### src/rtl/instr_encoder.sv
// ============================================================================
// Module   : instr_encoder
// Brief    : Streaming MIPS instruction encoder with output FIFO and word address.
// Revision : 1.0 - initial release
// ============================================================================
`default_nettype none

module instr_encoder #(
    parameter int          DEPTH     = 4,
    parameter logic [31:0] BASE_ADDR = 32'h0000_3000
) (
    input  logic                       clk,
    input  logic                       reset,
    input  logic                       in_valid,
    output logic                       in_ready,
    input  logic [3:0]                 in_op,
    input  logic [4:0]                 in_rs,
    input  logic [4:0]                 in_rt,
    input  logic [4:0]                 in_rd,
    input  logic [15:0]                in_imm,
    input  logic [25:0]                in_index,
    output logic                       out_valid,
    input  logic                       out_ready,
    output logic [31:0]                out_word,
    output logic [31:0]                out_addr,
    output logic                       err,
    output logic [7:0]                 err_count,
    output logic [$clog2(DEPTH):0]     level
);

    localparam int                 c_ptr_w = $clog2(DEPTH);
    localparam logic [c_ptr_w:0]   c_full  = DEPTH[c_ptr_w:0];

    localparam logic [3:0] c_op_nop = 4'd0;
    localparam logic [3:0] c_op_add = 4'd1;
    localparam logic [3:0] c_op_sub = 4'd2;
    localparam logic [3:0] c_op_ori = 4'd3;
    localparam logic [3:0] c_op_lw  = 4'd4;
    localparam logic [3:0] c_op_sw  = 4'd5;
    localparam logic [3:0] c_op_beq = 4'd6;
    localparam logic [3:0] c_op_lui = 4'd7;
    localparam logic [3:0] c_op_jal = 4'd8;
    localparam logic [3:0] c_op_jr  = 4'd9;

    logic [31:0]        r_mem [DEPTH];
    logic [c_ptr_w-1:0] r_wr_ptr;
    logic [c_ptr_w-1:0] r_rd_ptr;
    logic [c_ptr_w:0]   r_level;
    logic [31:0]        r_addr;
    logic               r_err;
    logic [7:0]         r_err_count;

    logic [31:0]        w_word;
    logic               w_legal;
    logic               w_accept;
    logic               w_push;
    logic               w_pop;

    always_comb begin
        w_word  = 32'h0;
        w_legal = 1'b1;
        case (in_op)
            c_op_nop: w_word = 32'h0;
            c_op_add: w_word = {6'h00, in_rs, in_rt, in_rd, 5'h00, 6'h20};
            c_op_sub: w_word = {6'h00, in_rs, in_rt, in_rd, 5'h00, 6'h22};
            c_op_ori: w_word = {6'h0D, in_rs, in_rt, in_imm};
            c_op_lw:  w_word = {6'h23, in_rs, in_rt, in_imm};
            c_op_sw:  w_word = {6'h2B, in_rs, in_rt, in_imm};
            c_op_beq: w_word = {6'h04, in_rs, in_rt, in_imm};
            c_op_lui: w_word = {6'h0F, 5'h00, in_rt, in_imm};
            c_op_jal: w_word = {6'h03, in_index};
            c_op_jr:  w_word = {6'h00, in_rs, 15'h0, 6'h08};
            default:  w_legal = 1'b0;
        endcase
    end

    // Full blocks acceptance outright, so a pop while full never admits a push.
    assign in_ready  = (r_level != c_full);
    assign out_valid = (r_level != '0);
    assign w_accept  = in_valid && in_ready;
    assign w_push    = w_accept && w_legal;
    assign w_pop     = out_valid && out_ready;

    always_ff @(posedge clk) begin
        if (w_push) begin
            r_mem[r_wr_ptr] <= w_word;
        end
    end

    always_ff @(posedge clk or posedge reset) begin
        if (reset) begin
            r_wr_ptr    <= '0;
            r_rd_ptr    <= '0;
            r_level     <= '0;
            r_addr      <= BASE_ADDR;
            r_err       <= 1'b0;
            r_err_count <= 8'h00;
        end else begin
            if (w_push) begin
                r_wr_ptr <= r_wr_ptr + 1'b1;
            end
            if (w_pop) begin
                r_rd_ptr <= r_rd_ptr + 1'b1;
                r_addr   <= r_addr + 32'd4;
            end
            case ({w_push, w_pop})
                2'b10:   r_level <= r_level + 1'b1;
                2'b01:   r_level <= r_level - 1'b1;
                default: r_level <= r_level;
            endcase
            r_err <= w_accept && !w_legal;
            if (w_accept && !w_legal && (r_err_count != 8'hFF)) begin
                r_err_count <= r_err_count + 8'd1;
            end
        end
    end

    // Storage is not cleared by reset, so the head is masked while empty.
    assign out_word  = out_valid ? r_mem[r_rd_ptr] : 32'h0;
    assign out_addr  = r_addr;
    assign err       = r_err;
    assign err_count = r_err_count;
    assign level     = r_level;

endmodule

`default_nettype wire

### config.mk
export PLATFORM = sky130hd
export DESIGN_NAME = instr_encoder
export DESIGN_NICKNAME = d
export VERILOG_FILES = /design/src/rtl/instr_encoder.sv
export SDC_FILE = /design/constraint.sdc
export NUM_CORES = 1
export LEC_CHECK = 0
export CAP_MARGIN = 20
export CORE_ASPECT_RATIO = 0.5
export CORE_MARGIN = 10
export CORE_UTILIZATION = 41
export CTS_CLUSTER_DIAMETER = 100
export CTS_CLUSTER_SIZE = 12
export DETAILED_ROUTE_END_ITERATION = 10
export GPL_TIMING_DRIVEN = 0
export PLACE_DENSITY = 0.72
export SETUP_SLACK_MARGIN = 0.1
export SLEW_MARGIN = 20
export SYNTH_ARGS = -nofsm -noshare
export SYNTH_HDL_FRONTEND = slang
export SYNTH_SLANG_ARGS = --single-unit
### constraint.sdc
create_clock -name clk -period 2.8 [get_ports clk]
set_clock_uncertainty 0.05 [all_clocks]
set_input_delay 0.7 -clock clk [delete_from_list [all_inputs] [get_ports clk]]
set_output_delay 0.7 -clock clk [all_outputs]
set_load 0.02 [all_outputs]
Word level (Yosys, flattened, before mapping)
Memory sizes are Yosys's and may differ from the RTL's.
Cells that the tools add are included.
{ "classes": {"add_sub_neg": 6, "n_eq_ne": 13, "muxes": 6, "reduce_logical": 10} }
{ "ops": {"columns": ["cell", "count"], "rows": [
  ["32-bit case mux with 9 select lines", 1],
  ["32-bit by 3-bit adder with 32-bit output (second input constant)", 1],
  ["32-bit 2-to-1 mux", 1],
  ["4-bit by 3-bit equality test with 1-bit output (second input constant)", 4],
  ["10-bit OR reduction", 1],
  ["8-bit by 1-bit adder with 8-bit output (second input constant)", 1],
  ["4-bit by 2-bit equality test with 1-bit output (second input constant)", 2],
  ["4-bit equality test (second input constant)", 2],
  ["8-bit != test (second input constant)", 1],
  ["3-bit case mux with 2 select lines", 1],
  ["1-bit logical AND", 5],
  ["2-bit by 1-bit adder with 2-bit output (second input constant)", 2],
  ["4-bit by 1-bit equality test with 1-bit output (second input constant)", 1],
  ["4-bit zero test", 1],
  ["3-bit by 1-bit adder with 3-bit output (second input constant)", 1],
  ["1-bit 2-to-1 mux", 3],
  ["3-bit != test (second input constant)", 1],
  ["3-bit nonzero test", 1],
  ["3-bit by 1-bit subtractor with 3-bit output (second input constant)", 1],
  ["2-bit by 1-bit equality test with 1-bit output (second input constant)", 1],
  ["2-bit equality test (second input constant)", 1],
  ["2-bit nonzero test", 1],
  ["1-bit zero test", 1]
]} }
{ "totals": {"reg_bits": 48, "ramBits": 128, "inputBits": 65, "output_inout_bits": 78, "elab_cells": 42, "n_memories": 1} }
{ "mem_list": {"columns": ["name", "depth", "word_bits", "read_ports", "rd_clocked_by_memory_dff", "write_ports", "line", "rtl"], "rows": [
  ["r_mem", 4, 32, 1, 0, 1, "45", "logic [31:0] r_mem [DEPTH];"]
]} }

Depth between registers and ports, before layout
{ "logic_depth": {"depth_word": 6, "depth_mapped": 11, "ltp_nobuf": 9} }

Least setup slack after synthesis
OpenSTA, ideal clock, no wires.
{ "synth_path": {"path_type": "input-to-reg", "from": "in in_op[2]", "to": "mem r_mem[0][0] (enable)", "setup_ns": 0.391, "arrival_time_ns": 2.233, "required_time_ns": 2.359, "slack_ns": 0.126, "cell_stages": 5, "path_buffers": 2, "path_cell_list": "clkbuf_1 -> o21ai_0 -> and3_1 -> clkbuf_1 -> and2_1"} }
{ "synth_between": {"elab_chain_cells": 6, "elab_cells_between_ends": 15, "cone_classes": "eq/ne (9); mux (3); reduce/logical (3)"} }
{ "synth_lines": {"columns": ["element", "line", "rtl"], "rows": [
  ["from (decl)", "16", "input logic [3:0] in_op,"],
  ["4-bit equality test (tied with other cells)", "62", "case (in_op)"],
  ["10-bit OR reduction (no source line) *", null, null],
  ["1-bit 2-to-1 mux *", "62", null],
  ["1-bit logical AND *", "81", "assign w_push = w_accept && w_legal;"],
  ["1-bit 2-to-1 mux *", "85", "if (w_push) begin"],
  ["1-bit 2-to-1 mux (not written as such) *", "86", "r_mem[r_wr_ptr] <= w_word;"],
  ["to (decl)", "45", null]
]} }
Every way passes the cells marked *; elsewhere a longest branch is shown, timed or not.

Worst setup path in the final report
{ "layout_path": {"from": "reg r_rd_ptr[0]", "to": "out out_word[19]"} }
{ "layout_between": {"elab_chain_cells": 2} }
{ "layout_lines": {"columns": ["element", "line", "rtl"], "rows": [
  ["from (decl)", "47", "logic [c_ptr_w-1:0] r_rd_ptr;"],
  ["from (signal assigned)", "103", "r_rd_ptr <= r_rd_ptr + 1'b1;"],
  ["memory 4 x 32 bit", null, null],
  ["32-bit 2-to-1 mux", "119", "assign out_word = out_valid ? r_mem[r_rd_ptr] : 32'h0;"],
  ["to (decl)", "24", "output logic [31:0] out_word,"]
]} }
Every way passes these cells.

==> results.cfg <==
[drt]
vias = 4711
drt-pass1-iter-count = 4
drc = 0
routedWlPerCell_um = 19.8
antenna_left = 0
routed_wl_mm = 18.0
routed_via_density = 5.18
drt_iter0_markers = 287

[synthesis]
synthCells = 487
ys_types = 50
synth_top_area_frac = 0.497
dominantRegCellSynth = edfxtp_1
yosysSeqAreaShare = 0.651
synth_edf_count = 124
synthArstFlopShare = 0.271
yosys_warnings = 0
avgSynthCellArea_um2 = 15.4
synth_top_area_cell = edfxtp_1
netlist_top_cells_area = edfxtp_1 (50%), dfrtp_1 (15%), mux4_2 (9.3%)
syn_area_um2 = 7500
ys_ff_latch = 170

[global_route]
overflow = 0
gr-max-usage-layer = met2
grt_max_degree = 25
grt_pass1_vias = 5052
met3_usage = 0.0447
grt_pass1_wl_mm = 28.1
grt_util_all_layers = 0.149
use_met1 = 0.173
antenna_found_initial = 0
grtUsageMet2 = 0.263

[placement]
io_buffers = 139
dp_hpwl_mm = 12.4
gp_congestion = 0.781
dp_cells = 867

[floorplanning]
dieArea_um2 = 24400
start_util = 0.425
die_w_um = 211
num_io_pins = 143
coreArea_um2 = 17700
rows = 34
fp.dieH_um = 116

[worst_setup_path]
startpoint_type = flop
end_kind = output port
arrival_ns = 1.93
required_ns = 2.05
critPathMaxFanout = 5
path_class = flop to output port

[sta]
min_period_ns = 2.68
maxSlewHeadroom = 0.557
holdWs_ns = 0.426
setup_violations = 0
fmax_mhz = 373
period_share = 0.958
hold_viol = 0
rsz0062_at_grt = yes
worst_slew_pin_slew_ns = 0.661
drv_slew = 0

[worst_hold_path]
hold_class = flop to flop

[finish]
nets = 736
mostFrequentLayoutCells = edfxtp_1 (124), clkdlybuf4s50_1 (106), nand2_1 (41), dfrtp_1 (41), mux4_2 (31)
final_common_cell = edfxtp_1
num_antenna_cells = 0
area_growth_pct = 35.3
drive_gt1_frac = 0.263
finalNonFillerCells = 910

[cts]
clock_latency_ns = 0.42
cts_buffers = 17
clock-sinks = 170
clkTransAtPathRegs_ns = 0.07
cts_tree = built
clock_path_buffers = 2
htree_levels = 4
root_buffer = clkbuf_16

[job]
maxCapViolCount = 0

[power]
leakagePower_uw = 0.00392
worst_ir_drop_vdd_mv = 0.419
p_per_area_nw_per_um2 = 925

[run_status]
status = finished clean
[registers in the layout, summed over array words and instances, names as in the netlist]
| signal | cells |
|---|---|
| r_wr_ptr | 2 |
| r_mem | 124 |
| err_count | 8 |
| level | 3 |
| out_addr | 30 |
| err | 1 |
| r_rd_ptr | 2 |
[Yosys cell counts (4+ instances only)]
cell type,count
o22ai_1,5
edfxtp_1,124
clkbuf_1,15
a22o_1,13
dfrtp_1,44
and2_1,5
nand3_1,12
nor3_1,9
nor2_1,13
ha_1,7
nand4_1,4
xnor2_1,15
nor3_2,10
nor2b_1,34
inv_1,16
buf_2,4
xor2_1,28
a22oi_1,5
nand2_1,41
mux4_2,31
[per-stage QoR]
stage / setup slack (ns) / setup TNS, ns / total power (uW) / utilization / cell area [um^2]
6_report: 0.118 / 0 / 9380 / 0.574 / 10100
5_1_grt: 0.0532 / 0 / 9860 / 0.574 / 10100
4_1_cts: 0.0116 / 0 / 9070 / 0.561 / 9910
3_5_place_dp: -0.590 / -53.31 / 6820 / 0.527 / 9310
3_3_place_gp: -1.08 / -162.46 / 6710 / 0.520 / 9190
2_1_floorplan: 0.126 / 0 / 5290 / - / 7500
[cell families after synthesis]
logic type,Yosys count,synth area share
other,1,0.000500
and+or+nand+nor,152,0.123
xor gates and xnor gates,43,0.0502
buffers and inverters,44,0.0272
muxes,34,0.0973
adders and majority gates,8,0.0144
AOI/OAI and AO/OA,35,0.0369
DFF,170,0.651
[final cells by class]
cell class | instances | area [um^2]
Clock inverter | 14 | 145
Multi-Input combinational cell | 275 | 2540
Timing Repair Buffer | 158 | 1580
Clock buffer | 18 | 429
Inverter | 16 | 60.1
Fill cell | 1369 | 7510
Sequential cell | 170 | 4880
Tap cell | 234 | 293
Buffer | 25 | 214
[final timing paths]
kind / slack, ns / from / cells past startpoint / end
min in group asynchronous: 0.61 / reset / 2 / out_addr[17]
worst min register to register: 0.43 / out_addr[31] / 1 / out_addr[31]
max in group asynchronous: 1.50 / reset / 3 / out_addr[13]
worst min-delay path: 0.43 / out_addr[31] / 1 / out_addr[31]
worst max-delay path: 0.12 / r_rd_ptr[0] / 5 / out_word[19]
worst max register to register: 0.44 / level[0] / 9 / level[2]
[what timing repair did]
| item | 4_1_cts | 5_1_grt |
|---|---|---|
| cloned | 1 | 2 |
| hold buffers | 0 | 0 |
| buffers inserted | 9 | 3 |
| gates resized for setup | 155 | 66 |
| endpoints found under the hold margin | 0 | 0 |
| endpoints found under the setup margin | 45 | 49 |
| pin swaps | 1 | 1 |
[report_power, final]
group | switching (uW) | internal (uW)
clock | 1090 | 1200
combinational | 1850 | 1890
sequential | 243 | 3110
[critical path: stages (launching register included)]
cell and delay (ns):
dfrtp_2 0.43, buf_6 0.13, buf_12 0.12, mux4_2 0.51, nor2b_1 0.17, buf_4 0.16
[layer usage]
layer | wire [um] | up-vias | share of wire
met1 | 7360 | 2408 | 0.41
met3 | 1040 | 20 | 0.058
met2 | 9390 | 127 | 0.52
met4 | 223 | 0 | 0.012
li1 | - | 2156 | -
met5 | 0 | - | 0
(Power assumes the default switching activity.)
